==> src/rtl/rename_map_pkg.sv <==
// Shared types and constants for the rename stage: register index types, the uop record,
// free-list reset image and a popcount helper.
package rename_map_pkg;

    localparam int LOG_RF_DEPTH = 32;
    localparam int PHY_RF_DEPTH = 128;
    localparam int LA = $clog2(LOG_RF_DEPTH);
    localparam int PA = $clog2(PHY_RF_DEPTH);

    typedef logic [PA-1:0] phys_reg_t;
    typedef logic [LA-1:0] log_reg_t;

    localparam phys_reg_t PHY_ZERO = '0;

    // Register fields are physical-width; on the input side only the low LA bits carry the
    // logical index, and the stage rewrites them with physical indices.
    typedef struct packed {
        logic [31:0] pc;
        logic [6:0]  opcode;
        logic [2:0]  funct3;
        logic        rd_valid;
        phys_reg_t   rd;
        logic        rs1_valid;
        phys_reg_t   rs1;
        logic        rs2_valid;
        phys_reg_t   rs2;
    } uop_t;

    // Physical registers 0..LOG_RF_DEPTH-1 start out holding the identity mapping.
    localparam logic [PHY_RF_DEPTH-1:0] RESET_FREE =
        {{(PHY_RF_DEPTH-LOG_RF_DEPTH){1'b1}}, {LOG_RF_DEPTH{1'b0}}};
    localparam logic [PA:0] RESET_NUM_FREE = (PA+1)'(PHY_RF_DEPTH - LOG_RF_DEPTH);

    function automatic logic [PA:0] popcount(input logic [PHY_RF_DEPTH-1:0] v);
        logic [PA:0] n;
        n = '0;
        for (int i = 0; i < PHY_RF_DEPTH; i++) begin
            n = n + (PA+1)'(v[i]);
        end
        return n;
    endfunction

endpackage

==> src/rtl/rename_map_free_list.sv <==
// Bitmap free list: lowest-free-index allocation, incrementally kept free count, and a
// one-cycle reload of the whole bitmap on flush.
module rename_map_free_list
    import rename_map_pkg::*;
(
    input  logic                    clk,
    input  logic                    rst,
    input  logic                    alloc_en,
    input  logic                    free_en,
    input  logic [PA-1:0]           free_idx,
    input  logic                    flush,
    input  logic [PHY_RF_DEPTH-1:0] reload_vec,
    output logic [PA-1:0]           alloc_idx,
    output logic [PA:0]             num_free
);

    logic [PHY_RF_DEPTH-1:0] free_vec;

    // Scanning downward leaves the lowest set bit as the final winner.
    always_comb begin
        alloc_idx = PHY_ZERO;
        for (int i = PHY_RF_DEPTH - 1; i >= 0; i--) begin
            if (free_vec[i]) begin
                alloc_idx = phys_reg_t'(i);
            end
        end
    end

    always_ff @(posedge clk) begin
        if (rst) begin
            free_vec <= RESET_FREE;
            num_free <= RESET_NUM_FREE;
        end else if (flush) begin
            free_vec <= reload_vec;
            num_free <= popcount(reload_vec);
        end else begin
            if (alloc_en) begin
                free_vec[alloc_idx] <= 1'b0;
            end
            if (free_en) begin
                free_vec[free_idx] <= 1'b1;
            end
            num_free <= num_free + (PA+1)'(free_en) - (PA+1)'(alloc_en);
        end
    end

    always_ff @(posedge clk) begin
        if (!rst) begin
            if (free_en) begin
                assert (!free_vec[free_idx]);
            end
            assert (num_free <= RESET_NUM_FREE);
        end
    end

endmodule

==> src/rtl/rename_map.sv <==
// Rename stage: speculative and committed RATs, committed allocation bitmap, and the
// registered output slot between decode and dispatch.
module rename_map
    import rename_map_pkg::*;
#(
    parameter bit ZERO_REG_HARDWIRED = 1'b1
) (
    input  logic          clk,
    input  logic          rst,
    input  logic          in_valid,
    output logic          in_ready,
    input  uop_t          uop_in,
    output logic          out_valid,
    input  logic          out_ready,
    output uop_t          uop_out,
    output logic [PA-1:0] out_prd_old,
    input  logic          commit_en,
    input  logic [LA-1:0] commit_lrd,
    input  logic [PA-1:0] commit_prd,
    input  logic [PA-1:0] commit_prd_old,
    input  logic          flush,
    output logic [PA:0]   num_free,
    output logic          busy_table_wr_en,
    output logic [PA-1:0] busy_table_wr_addr,
    output logic          busy_table_data_out
);

    // Handshake: a uop moves on a cycle where valid and ready are both high on that side;
    // the output slot holds uop_out/out_prd_old stable while out_valid && !out_ready.

    logic [PA-1:0]           spec_rat     [LOG_RF_DEPTH];
    logic [PA-1:0]           cmt_rat      [LOG_RF_DEPTH];
    logic [PA-1:0]           cmt_rat_next [LOG_RF_DEPTH];
    logic [PHY_RF_DEPTH-1:0] cmt_alloc;
    logic [PHY_RF_DEPTH-1:0] cmt_alloc_next;

    logic [LA-1:0] rd_l;
    logic [LA-1:0] rs1_l;
    logic [LA-1:0] rs2_l;
    logic          needs_alloc;
    logic          fire;
    logic          alloc_en;
    logic          commit_act;
    logic [PA-1:0] alloc_idx;
    uop_t          renamed;

    assign rd_l  = uop_in.rd[LA-1:0];
    assign rs1_l = uop_in.rs1[LA-1:0];
    assign rs2_l = uop_in.rs2[LA-1:0];

    assign needs_alloc = uop_in.rd_valid && !(ZERO_REG_HARDWIRED && rd_l == '0);
    assign in_ready    = (!out_valid || out_ready) && (num_free != '0 || !needs_alloc) && !flush;
    assign fire        = in_valid && in_ready;
    assign alloc_en    = fire && needs_alloc;
    assign commit_act  = commit_en && !(ZERO_REG_HARDWIRED && commit_lrd == '0);

    assign busy_table_wr_en    = alloc_en;
    assign busy_table_wr_addr  = alloc_idx;
    assign busy_table_data_out = 1'b1;

    // Sources read the table before this cycle's rd update, so rs == rd sees the old mapping.
    always_comb begin
        renamed     = uop_in;
        renamed.rs1 = spec_rat[rs1_l];
        renamed.rs2 = spec_rat[rs2_l];
        renamed.rd  = needs_alloc ? alloc_idx : PHY_ZERO;
    end

    // Committed state with this cycle's retirement folded in; a same-cycle flush restores from it.
    always_comb begin
        cmt_alloc_next = cmt_alloc;
        for (int i = 0; i < LOG_RF_DEPTH; i++) begin
            cmt_rat_next[i] = cmt_rat[i];
        end
        if (commit_act) begin
            cmt_rat_next[commit_lrd]       = commit_prd;
            cmt_alloc_next[commit_prd]     = 1'b1;
            cmt_alloc_next[commit_prd_old] = 1'b0;
        end
    end

    always_ff @(posedge clk) begin
        if (rst) begin
            for (int i = 0; i < LOG_RF_DEPTH; i++) begin
                cmt_rat[i] <= phys_reg_t'(i);
            end
            cmt_alloc <= ~RESET_FREE;
        end else begin
            for (int i = 0; i < LOG_RF_DEPTH; i++) begin
                cmt_rat[i] <= cmt_rat_next[i];
            end
            cmt_alloc <= cmt_alloc_next;
        end
    end

    always_ff @(posedge clk) begin
        if (rst) begin
            for (int i = 0; i < LOG_RF_DEPTH; i++) begin
                spec_rat[i] <= phys_reg_t'(i);
            end
        end else if (flush) begin
            for (int i = 0; i < LOG_RF_DEPTH; i++) begin
                spec_rat[i] <= cmt_rat_next[i];
            end
        end else if (alloc_en) begin
            spec_rat[rd_l] <= alloc_idx;
        end
    end

    always_ff @(posedge clk) begin
        if (rst) begin
            out_valid   <= 1'b0;
            uop_out     <= '0;
            out_prd_old <= PHY_ZERO;
        end else if (flush) begin
            out_valid <= 1'b0;
        end else if (fire) begin
            out_valid   <= 1'b1;
            uop_out     <= renamed;
            out_prd_old <= needs_alloc ? spec_rat[rd_l] : PHY_ZERO;
        end else if (out_ready) begin
            out_valid <= 1'b0;
        end
    end

    rename_map_free_list u_free_list (
        .clk        (clk),
        .rst        (rst),
        .alloc_en   (alloc_en),
        .free_en    (commit_act),
        .free_idx   (commit_prd_old),
        .flush      (flush),
        .reload_vec (~cmt_alloc_next),
        .alloc_idx  (alloc_idx),
        .num_free   (num_free)
    );

endmodule
==> config.mk <==
export PLATFORM = sky130hd
export DESIGN_NAME = rename_map
export DESIGN_NICKNAME = d
export VERILOG_FILES = /design/src/rtl/rename_map_pkg.sv /design/src/rtl/rename_map_free_list.sv /design/src/rtl/rename_map.sv
export SDC_FILE = /design/constraint.sdc
export NUM_CORES = 2
export LEC_CHECK = 0
export ABC_CLOCK_PERIOD_IN_PS = 21800
export CAP_MARGIN = 20
export CORE_AREA = 2 2 190 378
export DETAILED_ROUTE_END_ITERATION = 8
export DIE_AREA = 0 0 192 380
export PLACE_DENSITY = 0.79
export REMOVE_ABC_BUFFERS = 1
export SYNTH_ARGS = -nofsm -noshare
export SYNTH_HDL_FRONTEND = slang
export SYNTH_SLANG_ARGS = --single-unit
==> constraint.sdc <==
create_clock -name clk -period 21.8 [get_ports clk]
set_clock_uncertainty 0.1 [all_clocks]
set_input_delay 2.18 -clock clk [delete_from_list [all_inputs] [get_ports clk]]
set_output_delay 2.18 -clock clk [all_outputs]
set_load 0.005 [all_outputs]
==> results_tabular.tex <==
\begin{tabular}{lr}
\hline
Metric & Value \\
\hline
\multicolumn{2}{l}{\textbf{Placed design}} \\
\quad Number of buffers added on ports & 175 \\
\quad Global placer's final weighted congestion & 1.098 \\
\quad HPWL after DPL & 124200 µm \\
\multicolumn{2}{l}{\textbf{Floorplan}} \\
\quad Initial cell density of the core & 59.52\% \\
\quad Floorplan die area & 0.07296 mm² \\
\quad Die span in y & 380 µm \\
\quad Top-level port count & 183 \\
\quad Number of placement rows & 137 \\
\quad Placeable core region & 0.06994 mm² \\
\quad Width of the die & 192 µm \\
\multicolumn{2}{l}{\textbf{Clock tree}} \\
\quad Clock-pin transition on the worst setup and hold timing paths & 0.07 ns \\
\quad Clock network latency to the later pin of the worst-skew pair & 0.70 ns \\
\quad Post-CTS Resized & 0 \\
\quad Post-CTS Repair Setup Buffers & 0 \\
\quad Cts bufs inserted & 71 \\
\quad Max Root-Sink Buffers & 3 \\
\quad Total of hold buffers inserted after clock tree synthesis & 0 \\
\quad Clock tree from TritonCTS & yes \\
\quad H-Tree Depth & 3 \\
\quad Buffer type at the clock tree root & clkbuf\_16 \\
\quad Clock sink count & 786 \\
\multicolumn{2}{l}{\textbf{Critical path}} \\
\quad Path type of the worst setup path & primary input to flop \\
\quad Cell mode on critical path & fa\_1 \\
\quad Worst setup SP type & primary input \\
\quad Data arrival at the endpoint of the critical path & 13.52 ns \\
\quad Worst reg2reg path endpoint & u\_free\_list.num\_free[6] \\
\quad Peak fanout along the critical path & 17 \\
\quad Endpoint required time on the critical path & 22.25 ns \\
\quad Internal reg-to-reg setup slack & 13.11 ns \\
\quad Max stage delay on crit path & 0.78 ns \\
\quad Master of the slowest instance on the critical path & fa\_1 \\
\quad Type of element capturing the critical path & flop \\
\quad Cell count of the worst reg-to-reg path & 23 \\
\quad R2R Path Start & cmt\_alloc[104] \\
\multicolumn{2}{l}{\textbf{Hold path}} \\
\quad Start point of the worst hold path & uop\_out[18] \\
\quad Hold path depth & 2 \\
\quad WHS Endpoint & uop\_out[18] \\
\quad Worst min path class & flop to flop \\
\multicolumn{2}{l}{\textbf{Timing}} \\
\quad RSZ-0062 raised after global routing & false \\
\quad Transition at the pin with the smallest max-transition slack & 1.280 ns \\
\quad Crit share post-route & 59.93\% \\
\quad Setup Viol. Count Final & 0 \\
\quad Worst hold slack after final layout & 0.3502 ns \\
\quad Minimum clock period after layout & 13.07 ns \\
\quad Max-slew headroom at the worst pin & 14.56\% \\
\quad Total negative slack & 0 ns \\
\quad Total count of max-transition violations in the final report & 0 \\
\quad Final hold vios & 0 \\
\quad Upper clock frequency limit & 0.07654 GHz \\
\multicolumn{2}{l}{\textbf{Finish}} \\
\quad Final nets & 4601 \\
\quad Fraction of final layout cells with drive strength greater than 1 & 11.39\% \\
\quad Commonest cells after routing, fill and taps aside & nor2\_1 (666), dfxtp\_1 (562), nand2\_1 (411) \\
\quad Area added between synthesis and finish & 12.44\% \\
\quad Most common library cell in the layout ignoring fill and taps & nor2\_1 \\
\multicolumn{2}{l}{\textbf{Route}} \\
\quad Starting DRC count in detailed routing & 5299 \\
\quad First-pass detailed-route iteration total & 9 \\
\quad Mean number of vias per cell & 7.100 \\
\quad Final ANT Viol Nets & 0 \\
\quad Post-DR wirelength/cell & 33.43 µm \\
\quad Post-detailed-routing wire length & 178100 µm \\
\quad Total vias in the final route & 37830 \\
\quad Remaining design rule violation count & 0 \\
\multicolumn{2}{l}{\textbf{Run}} \\
\quad Max-capacitance violation count & 0 \\
\multicolumn{2}{l}{\textbf{Synth}} \\
\quad Ys Warns & 0 \\
\quad Cell count after synthesis & 4305 \\
\quad Async set-or-reset flop fraction in the synthesized netlist & 0\% \\
\quad Mapped cell area & 0.04162 mm² \\
\quad Distinct cell type count of the synthesized netlist & 75 \\
\quad Top flip-flop cell by instance count after synthesis & dfxtp\_1 \\
\quad Fraction of the yosys area taken by sequential cells & 43.19\% \\
\quad Flop and latch count out of synthesis & 786 \\
\quad Post-synth EDFFs & 224 \\
\quad Average instance area after synthesis & 9.669 µm² \\
\multicolumn{2}{l}{\textbf{Power and ir drop}} \\
\quad Power share of the clock group & 38.4\% \\
\quad Net Sw Frac & 28.62\% \\
\quad Leakage power figure & 16.74 nW \\
\quad Power density over the cells & 75.62 mW/mm² \\
\quad Cell internal pwr & 0.002526 W \\
\quad Comb pwr share & 17.5\% \\
\quad Switching power of the nets & 0.001013 W \\
\quad Maximum vdd ir drop & 0.1021 mV \\
\quad Seq pwr share & 44.1\% \\
\multicolumn{2}{l}{\textbf{GRT}} \\
\quad Overflow after GRT & 0 \\
\quad Initial antenna violation count & 21 \\
\quad Via count of the first global-routing pass & 37080 \\
\quad Maximum number of pins on one net before global-route repair & 166 \\
\quad GRT Total Usage & 49.68\% \\
\quad Global-route wire length before repair & 255600 µm \\
\multicolumn{2}{l}{\textbf{Status}} \\
\quad Outcome & complete, no violations \\
\hline
\end{tabular}
[power groups by stage]
stage / logic, W / registers, W / clock network, W
after floorplan: 0.000352 / 0.00158 / 0
after global placement: 0.000584 / 0.00159 / 0
after detailed placement: 0.000596 / 0.00159 / 0
after CTS: 0.000600 / 0.00156 / 0.00135
after global routing: 0.000667 / 0.00156 / 0.00141
final: 0.000620 / 0.00156 / 0.00136
[worst max-delay path, delay by kind of cell]
family,cells,cell delay [ns]
fa+ha+maj,12,6.32
compound gates,7,2.15
simple gates,4,1.78
buf+inv,6,0.94
xor+xnor,1,0.08
[synth_stat cells (7+ instances only)]
| cell | n | area [µm²] |
|---|---|---|
| a211o_1 | 49 | 429.2 |
| a211oi_1 | 29 | 217.7 |
| a21o_1 | 24 | 180.2 |
| a21oi_1 | 330 | 1652 |
| a221oi_1 | 10 | 87.58 |
| a22o_1 | 7 | 61.31 |
| a22oi_1 | 86 | 645.6 |
| a2bb2oi_1 | 24 | 210.2 |
| a31oi_1 | 99 | 619.3 |
| and2_1 | 13 | 81.33 |
| buf_1 | 43 | 161.4 |
| clkbuf_1 | 260 | 975.9 |
| dfxtp_1 | 562 | 11250 |
| edfxtp_1 | 224 | 6726 |
| fa_1 | 116 | 2322 |
| ha_1 | 37 | 462.9 |
| inv_1 | 170 | 638.1 |
| mux2i_1 | 131 | 1311 |
| mux4_2 | 196 | 4414 |
| nand2_1 | 411 | 1543 |
| nand2b_1 | 69 | 431.7 |
| nand3_1 | 35 | 175.2 |
| nand4_1 | 12 | 75.07 |
| nor2_1 | 670 | 2515 |
| nor2b_1 | 80 | 500.5 |
| nor3_1 | 84 | 420.4 |
| nor3_2 | 8 | 80.08 |
| nor3b_1 | 10 | 75.07 |
| nor4_1 | 51 | 319.1 |
| o2111ai_1 | 10 | 87.58 |
| o211ai_1 | 19 | 142.6 |
| o21ai_0 | 143 | 715.7 |
| o21bai_1 | 7 | 52.55 |
| o22ai_1 | 124 | 775.7 |
| o311ai_0 | 17 | 148.9 |
| o31ai_1 | 11 | 82.58 |
| or2_2 | 28 | 175.2 |
| or3_1 | 8 | 50.05 |
| or4_1 | 11 | 82.58 |
| xnor2_1 | 7 | 61.31 |
[flip-flops by register name, indices dropped and copies added (netlist names)]
signal and cells:
spec_rat 224, cmt_rat 224, out_prd_old 7, u_free_list.free_vec 128
cmt_alloc 128, u_free_list.num_free 8, uop_out 66, out_valid 1
[through the flow]
step                setup slack (ns)  instances  utilization (%)  power [W]  cell area [µm²]
global route                   8.422       5322            66.90   0.003639            46790
global placement               8.639       5181            63.32   0.002172            44280
finish                         8.735       5328            66.92   0.003539            46800
CTS                            9.159       5312            66.79   0.003509            46710
floorplan                      10.77       3999                -   0.001934            40470
detailed placement             8.468       5181            63.32   0.002186            44280
[cell type report]
class                      count  area (µm²)
fill                        5477       23130
multi-input combinational   3037       22010
sequential                   786       17980
timing repair buffer         285        2572
clock buffer                  95        1979
tap                          903        1130
inverter                     176       660.6
clock inverter                36       450.4
antenna                       10       25.02
[cells by family (layout without fill, tap and decap cells)]
| kind of cell | count (synthesis) | in the layout | synth area share [%] |
|---|---|---|---|
| AND/OR/NAND/NOR | 1515 | 1515 | 16.18 |
| flip-flops | 786 | 786 | 43.19 |
| buffers and inverters | 482 | 592 | 4.362 |
| XOR/XNOR | 11 | 11 | 0.2314 |
| multiplexers | 328 | 328 | 13.78 |
| adder cells (fa/ha/maj) | 153 | 153 | 6.691 |
| AO/OA/AOI/OAI | 1029 | 1029 | 15.56 |
| other | 1 | 11 | 0.009009 |
[per-layer routing]
layer,up-vias,wire length [µm],GRT usage [%]
li1,15670,-,-
met1,17760,49350,47.38
met4,16,26280,55.57
met2,3133,81180,76.71
met5,-,117,0.7555
met3,1253,21210,18.56
[how the worst max path moves through the flow]
| stage | from | endpoint | slack (ns) | cells after the start |
|---|---|---|---|---|
| CTS | commit_lrd[4] | u_free_list.num_free[6] | 9.16 | 30 |
| floorplan | commit_prd_old[0] | u_free_list.num_free[6] | 10.77 | 27 |
| global placement | commit_lrd[4] | u_free_list.num_free[6] | 8.64 | 30 |
| detailed placement | commit_lrd[4] | u_free_list.num_free[6] | 8.47 | 30 |
| global route | commit_lrd[4] | u_free_list.num_free[6] | 8.42 | 30 |
| finish | commit_lrd[4] | u_free_list.num_free[6] | 8.73 | 30 |
No activity file was read; power rests on OpenSTA's default activity.
